--- config.mk ---
export PLATFORM = sky130hd
export DESIGN_NAME = requant_stage
export DESIGN_NICKNAME = d
export VERILOG_FILES = /design/src/rtl/requant_stage.sv
export SDC_FILE = /design/constraint.sdc
export NUM_CORES = 2
export LEC_CHECK = 0
export ABC_AREA = 1
export CORE_MARGIN = 2
export CORE_UTILIZATION = 30
export CTS_CLUSTER_DIAMETER = 120
export DETAILED_ROUTE_END_ITERATION = 10
export PLACE_DENSITY_LB_ADDON = 0.2
export SYNTH_ARGS = -nofsm -noshare
export SYNTH_HDL_FRONTEND = slang
export SYNTH_SLANG_ARGS = --single-unit
export TNS_END_PERCENT = 30
--- constraint.sdc ---
create_clock -name i_clk -period 9.3 [get_ports i_clk]
set_input_delay 1.395 -clock i_clk [delete_from_list [all_inputs] [get_ports i_clk]]
set_output_delay 1.395 -clock i_clk [all_outputs]
set_load 0.01 [all_outputs]
--- src/rtl/requant_stage.sv ---
// Requantization stage: optional ReLU, fixed-point multiply, round-half-up shift and zero-point.
// Three registered stages under a single global stall; neuron index tracked on output transfers.
module requant_stage #(
    parameter int unsigned ACC_W = 32,
    parameter int unsigned OUT_W = 8,
    parameter int unsigned IDX_W = 10
) (
    input  logic             i_clk,
    input  logic             i_rst,
    input  logic             i_cfg_valid,
    output logic             o_cfg_ready,
    input  logic [ACC_W-1:0] i_cfg_mult,
    input  logic [ACC_W-1:0] i_cfg_shift,
    input  logic [7:0]       i_cfg_out_zp,
    input  logic             i_cfg_linear,
    input  logic [IDX_W-1:0] i_cfg_len,
    input  logic             i_valid,
    output logic             o_ready,
    input  logic [ACC_W-1:0] i_acc,
    output logic             o_valid,
    input  logic             i_ready,
    output logic [OUT_W-1:0] o_act,
    output logic [IDX_W-1:0] o_idx,
    output logic             o_last
);

    localparam int unsigned ProdW = 2 * ACC_W;

    logic [ACC_W-1:0]        mult_q, shift_q;
    logic [7:0]              zp_q;
    logic                    linear_q;
    logic [IDX_W-1:0]        len_q, cnt_q, cnt_d;

    logic                    v1_q, v2_q, v3_q;
    logic signed [ACC_W-1:0] r1_q, r1_d;
    logic signed [ProdW-1:0] p2_q, p2_d;
    logic [OUT_W-1:0]        act_q, act_d;

    logic                    advance, cfg_load, out_xfer, at_last;
    logic [ACC_W-1:0]        ts;
    logic signed [ProdW-1:0] rnd_sum;

    always_comb begin
        advance     = !v3_q || i_ready;
        o_ready     = advance;
        o_cfg_ready = !(v1_q || v2_q || v3_q || i_valid);
        cfg_load    = i_cfg_valid && o_cfg_ready;
        out_xfer    = v3_q && i_ready;
        at_last     = (cnt_q == len_q - IDX_W'(1));

        r1_d = (!linear_q && i_acc[ACC_W-1]) ? '0 : i_acc;
        p2_d = $signed({{ACC_W{r1_q[ACC_W-1]}}, r1_q}) * $signed({{ACC_W{mult_q[ACC_W-1]}}, mult_q});

        // Only the low OUT_W bits of (s + zp) survive, so the sum is formed at full width
        ts      = ACC_W'(31) - shift_q;
        rnd_sum = p2_q + (ProdW'(1) << (ts - ACC_W'(1)));
        act_d   = OUT_W'((rnd_sum >>> ts) + ProdW'($signed(zp_q)));

        cnt_d = cnt_q;
        if (cfg_load) begin
            cnt_d = '0;
        end else if (out_xfer) begin
            cnt_d = at_last ? '0 : cnt_q + IDX_W'(1);
        end

        o_valid = v3_q;
        o_act   = act_q;
        o_idx   = cnt_q;
        o_last  = v3_q && at_last;
    end

    always_ff @(posedge i_clk or posedge i_rst) begin
        if (i_rst) begin
            mult_q   <= '0;
            shift_q  <= '0;
            zp_q     <= '0;
            linear_q <= 1'b0;
            len_q    <= '0;
            cnt_q    <= '0;
            v1_q     <= 1'b0;
            v2_q     <= 1'b0;
            v3_q     <= 1'b0;
            r1_q     <= '0;
            p2_q     <= '0;
            act_q    <= '0;
        end else begin
            if (cfg_load) begin
                mult_q   <= i_cfg_mult;
                shift_q  <= i_cfg_shift;
                zp_q     <= i_cfg_out_zp;
                linear_q <= i_cfg_linear;
                len_q    <= i_cfg_len;
            end
            cnt_q <= cnt_d;
            if (advance) begin
                v1_q  <= i_valid;
                v2_q  <= v1_q;
                v3_q  <= v2_q;
                r1_q  <= r1_d;
                p2_q  <= p2_d;
                act_q <= act_d;
            end
        end
    end

endmodule

# Word-level counts from Yosys, hierarchy flattened
# Index checks and enable logic that the tools add are counted.
[classes]
n_addsub = 6
multipliers = 1
n_eq_ne = 1
n_shift = 2
mux = 4
n_reduce_logical = 12
[op_table]
columns = ["op", "n"]
rows = [
  ["adder 64 bit", 1],
  ["multiplier 32 x 32 -> 64 bit", 1],
  ["left shift 1 x 32 -> 64 bit (first input constant)", 1],
  [">>> shifter 64 x 32 -> 8 bit", 1],
  ["2-to-1 mux 32 bit", 1],
  ["subtractor 32 x 1 -> 32 bit (second input constant)", 1],
  ["subtractor 5 x 32 -> 32 bit (first input constant)", 1],
  ["2-to-1 mux 10 bit", 3],
  ["adder 10 x 1 -> 10 bit (second input constant)", 1],
  ["equality test 10 bit", 1],
  ["subtractor 10 x 1 -> 10 bit (second input constant)", 1],
  ["adder 8 bit", 1],
  ["logical AND 1 bit", 4],
  ["logical OR 1 bit", 4],
  ["logical NOT 1 bit", 3],
  ["nonzero test 2 bit", 1],
]
[word_totals]
ff_bits = 200
in_bits = 120
out_inout_bits = 22
wordCells = 38

# Depth between registers and ports, before layout
[depth]
depth_word = 6
depth_mapped = 76
mapped_depth_nobuf = 73

# Worst setup path before layout
# OpenSTA, ideal clock, no wires.
[synth_path]
kind = "reg-to-reg"
from = "register shift_q[5]"
to = "register act_q[7] (netlist: o_act[7])"
setup_time_ns = 0.117
arrival_time_ns = 8.009
path_slack_ns = 1.174
stages_incl_launch_ff = 72
n_path_buf = 4
synth_period_minus_slack_ns = 8.126
cell_sequence = "dfrtp_1 > buf_4 > inv_2 > clkbuf_1 > ha_1 > buf_2 > nand2_4 > nor2_8 > buf_6 > nand3_2 > nand2_2 > nand3_1 > nor2_2 > nand2_2 > nor2_1 > nand2_1 > nand2_1 > nand2_1 > [36 not listed] > nor2_1 > nor2_1 > ha_1 > a21oi_1 > inv_1 > a31oi_1 > nor2_1 > nor2_1 > nor2_1 > nor2_1 > nor2_1 > o21ai_0 > nand2_1 > xor2_1 > inv_1 > nand3_1 > nand3_1 > nand2_1"
[synth_between]
elab_chain_len = 6
[synth_rtl]
columns = ["element", "line_no", "rtl"]
rows = [
  ["start, declared", "29", "logic [ACC_W-1:0] mult_q, shift_q;"],
  ["start signal, assigned", "89", "shift_q <= i_cfg_shift;"],
  ["subtractor 5 x 32 -> 32 bit (*)", "55", "ts = ACC_W'(31) - shift_q;"],
  ["subtractor 32 x 1 -> 32 bit", "56", "rnd_sum = p2_q + (ProdW'(1) << (ts - ACC_W'(1)));"],
  ["left shift 1 x 32 -> 64 bit", "56", ""],
  ["adder 64 bit", "56", ""],
  [">>> shifter 64 x 32 -> 8 bit (*)", "57", "act_d = OUT_W'((rnd_sum >>> ts) + ProdW'($signed(zp_q)));"],
  ["adder 8 bit (*)", "57", ""],
  ["end signal, assigned", "101", "act_q <= act_d;"],
  ["end, declared", "37", "logic [OUT_W-1:0] act_q, act_d;"],
]
# Mark *: on every way between the ends. The rest lies on a longest branch, timed or not.
# A chain may end at the register's enable or synchronous reset.

# Final worst setup path
[layout_path]
from = "register r1_q[24]"
to = "register p2_q[57]"
[layout_between]
elab_chain_len = 1
[layout_rtl]
columns = ["element", "line_no", "rtl"]
rows = [
  ["start, declared", "35", "logic signed [ACC_W-1:0] r1_q, r1_d;"],
  ["start signal, assigned", "99", "r1_q <= r1_d;"],
  ["multiplier 32 x 32 -> 64 bit", "52", "p2_d = $signed({{ACC_W{r1_q[ACC_W-1]}}, r1_q}) * $signed({{ACC_W{mult_q[ACC_W-1]}}, mult_q});"],
  ["end signal, assigned", "100", "p2_q <= p2_d;"],
  ["end, declared", "36", "logic signed [ProdW-1:0] p2_q, p2_d;"],
]
# Every way passes these cells.

==> metrics.md <==
| Metric | Value |
|---|---|
| Status | `complete, no violations` |
| Count of port buffers added during placement | `roughly 140` |
| Most common cell after layout, fill and taps aside | `nand2_1` |
| GRT overflow | `0` |
| Via-per-instance ratio | `4.75` |
| CORE AREA | `between 0.15 and 0.2 mm²` |
| # IOs | `roughly 140` |
| CP top delay family | `adder cells` |
| Max_slew headroom | `between 30% and 40%` |
| Critical path buffers and inverters | `8` |
| Drt first pass iters | `7` |
| Worst path slowest cell | `dfrtp_1` |
| Dpl ws | `0.146 ns` |
| Worst path most repeated cell | `fa_1` |
| Crit end category | `flop` |
| Synth async-reset ratio | `100%` |
| Worst path arrival time | `between 9 and 10 ns` |
| Unique masters post-synth | `60` |
| Setup WS post-layout | `between 0.4 and 0.5 ns` |
| Mapped Cells | `between 7,000 and 8,000` |
| Final Slew Violations | `0` |
| Final hold violations | `0` |
| CTS tree | `done` |
| Crit path kind | `reg2reg` |
| CTS Buf Count | `17` |
| Ys flop type | `dfrtp_1` |
| WL per Instance | `19.6 µm` |
| Hold buffer count at cts | `0` |
| Die Y | `around 430 µm` |
| Worst clock skew | `approximately 0.023 ns` |
| Post-route minimum period | `8.83 ns` |
| CP peak stage delay | `~0.60 ns` |
| # clock sinks | `200` |
| Cell row count | `around 160` |
| Slew @ Worst Pin | `between 0.9 and 1 ns` |
| Post-synth EDFFs | `0` |
| Largest net degree at the start of global routing | `~130` |
| Setup violations, final | `0` |
| Nets | `around 9,000` |
| Area grow syn2layout | `12.3%` |
| Hpwl dp | `about 160 mm` |
| WP data required | `around 10 ns` |
| Gr usage total | `a little over a fifth` |
| Ys Warns | `0` |
| Worst Path Max Fanout | `24` |
| Commonest cells after routing, fill and taps aside | `1,944 x nand2_1, 1,749 x inv_1, 1,083 x fa_1` |
| Antenna violations before repair | `9` |
| Synth Cell Area | `0.0542 mm²` |
| Gpl congestion | `between 0.9 and 1` |
| Sequential-to-total area share from yosys stat | `just over 9%` |
| ANT nets after route | `0` |
| Global-route wire length before repair | `~300 mm` |
| Initial drt markers | `approximately 3,400` |
| CTS max path bufs | `2` |
| Setup crit start kind | `flop` |
| Cell taking the most area after synthesis | `fa_1` |
| CTS clk-pin slew, worst paths | `0.09 ns` |
| CTS Root Cell | `clkbuf_16` |
| Die area | `approximately 0.18 mm²` |
| Avg Cell Area, Syn | `approximately 7.4 µm²` |
| H-tree depth | `4` |
| Yosys reg bits | `200` |
| Clock insertion delay at the later pin of the skew report | `~0.53 ns` |
| HP Class | `reg2reg` |
| Chip Width | `about 430 µm` |
| Maxcap violations | `0` |
| Final clock period utilization by the worst path | `between 90% and 100%` |
| Area share of the largest cell type after synthesis | `between 40 and 50%` |
| RSZ-0062 raised after global routing | `yes` |
| Ratio of cells with drive above 1 in the final layout | `7.19%` |
| DRC viols | `0` |
| Final WL | `a little under 200 mm` |
| Setup TNS | `0 ns` |
| Fmax | `113 MHz` |
| Dominant cells by area after synthesis | `fa_1 40%, nand2_1 14%, inv_1 12%` |
| Fin util | `~34%` |
| Vias | `between 40,000 and 50,000` |
| Syn_nets | `a little under 9,000` |
| Vias in the first global route | `around 49,000` |
| Starting Density | `approximately 30%` |
[worst register-to-register path, delay by kind of cell (launching register included)]
family / cells / cell delay (ns)
DFF: 1 / 0.60
AOI/OAI and AO/OA: 9 / 1.93
and+or+nand+nor: 6 / 0.84
buffers and inverters: 8 / 0.91
adders and majority gates: 9 / 4.46
[path summary, 6_finish.rpt]
kind	from	to	slack, ns	cells after the start
worst max-delay path	r1_q[24]	p2_q[57]	0.47	32
max in group asynchronous	i_rst	mult_q[3]	6.56	3
worst max register to register	r1_q[24]	p2_q[57]	0.47	32
min in group asynchronous	i_rst	mult_q[24]	1.35	2
worst min register to register	p2_q[10]	p2_q[10]	0.49	2
worst min-delay path	p2_q[10]	p2_q[10]	0.49	2
[cell type report]
class	count	area, µm²
diodes	1	2.50
clock buffers	17	425
clock inverters	15	224
fillers	19400	119000
inverters	1764	6630
multi-input cells	4973	41500
flip-flops and latches	200	5040
well taps	2370	2970
repair buffers	459	4080
[registers in the layout (all words and copies together) (netlist names), 8 cells and up]
name	flops
p2_q	64
mult_q	32
r1_q	32
shift_q	32
len_q	10
o_idx	10
o_act	8
zp_q	8
[through the flow]
step / hold WS [ns] / area [µm²] / cells
after global placement: 0.483 / 59700 / 9754
after CTS: 0.497 / 60300 / 9786
final: 0.495 / 60800 / 9799
after detailed placement: 0.473 / 59700 / 9754
after global routing: 0.513 / 60800 / 9799
after floorplan: 0.455 / 54200 / 7286
[synthesized netlist by cell type (19+ instances only)]
cell	n
fa_1	1084
nand3_1	368
o21ai_1	45
clkbuf_1	307
or2_2	31
xor2_1	51
ha_1	259
dfrtp_1	200
inv_1	1752
nor3_1	25
a31oi_1	85
xnor2_1	29
nand2_1	1954
nand4_1	22
nor2_1	378
o31ai_1	19
a21oi_1	243
o21ai_0	214
[per-layer routing]
metal | track usage, % | routed length [µm]
met1 | 28.9 | 86600
met3 | 1.59 | 7390
met5 | 0 | 0
met4 | 5.53 | 5340
met2 | 35.8 | 92800
[logic make-up after synthesis]
kind of cell | count (synthesis) | share of synthesized area, %
xor+xnor | 80 | 1.29
fa+ha+maj | 1343 | 46.0
mux | 1 | 0.0185
compound gates | 695 | 7.15
buf+inv | 2114 | 14.8
simple gates | 2853 | 21.5
flops | 200 | 9.23
[repair_timing]
action,in CTS,in global routing
gates resized for setup,0,116
buffers inserted,0,6
endpoints found under the setup margin,0,17
Power is left out: the tool's default activity adds up to more than one toggle a clock period on the data nets, which glitch-free logic cannot reach.
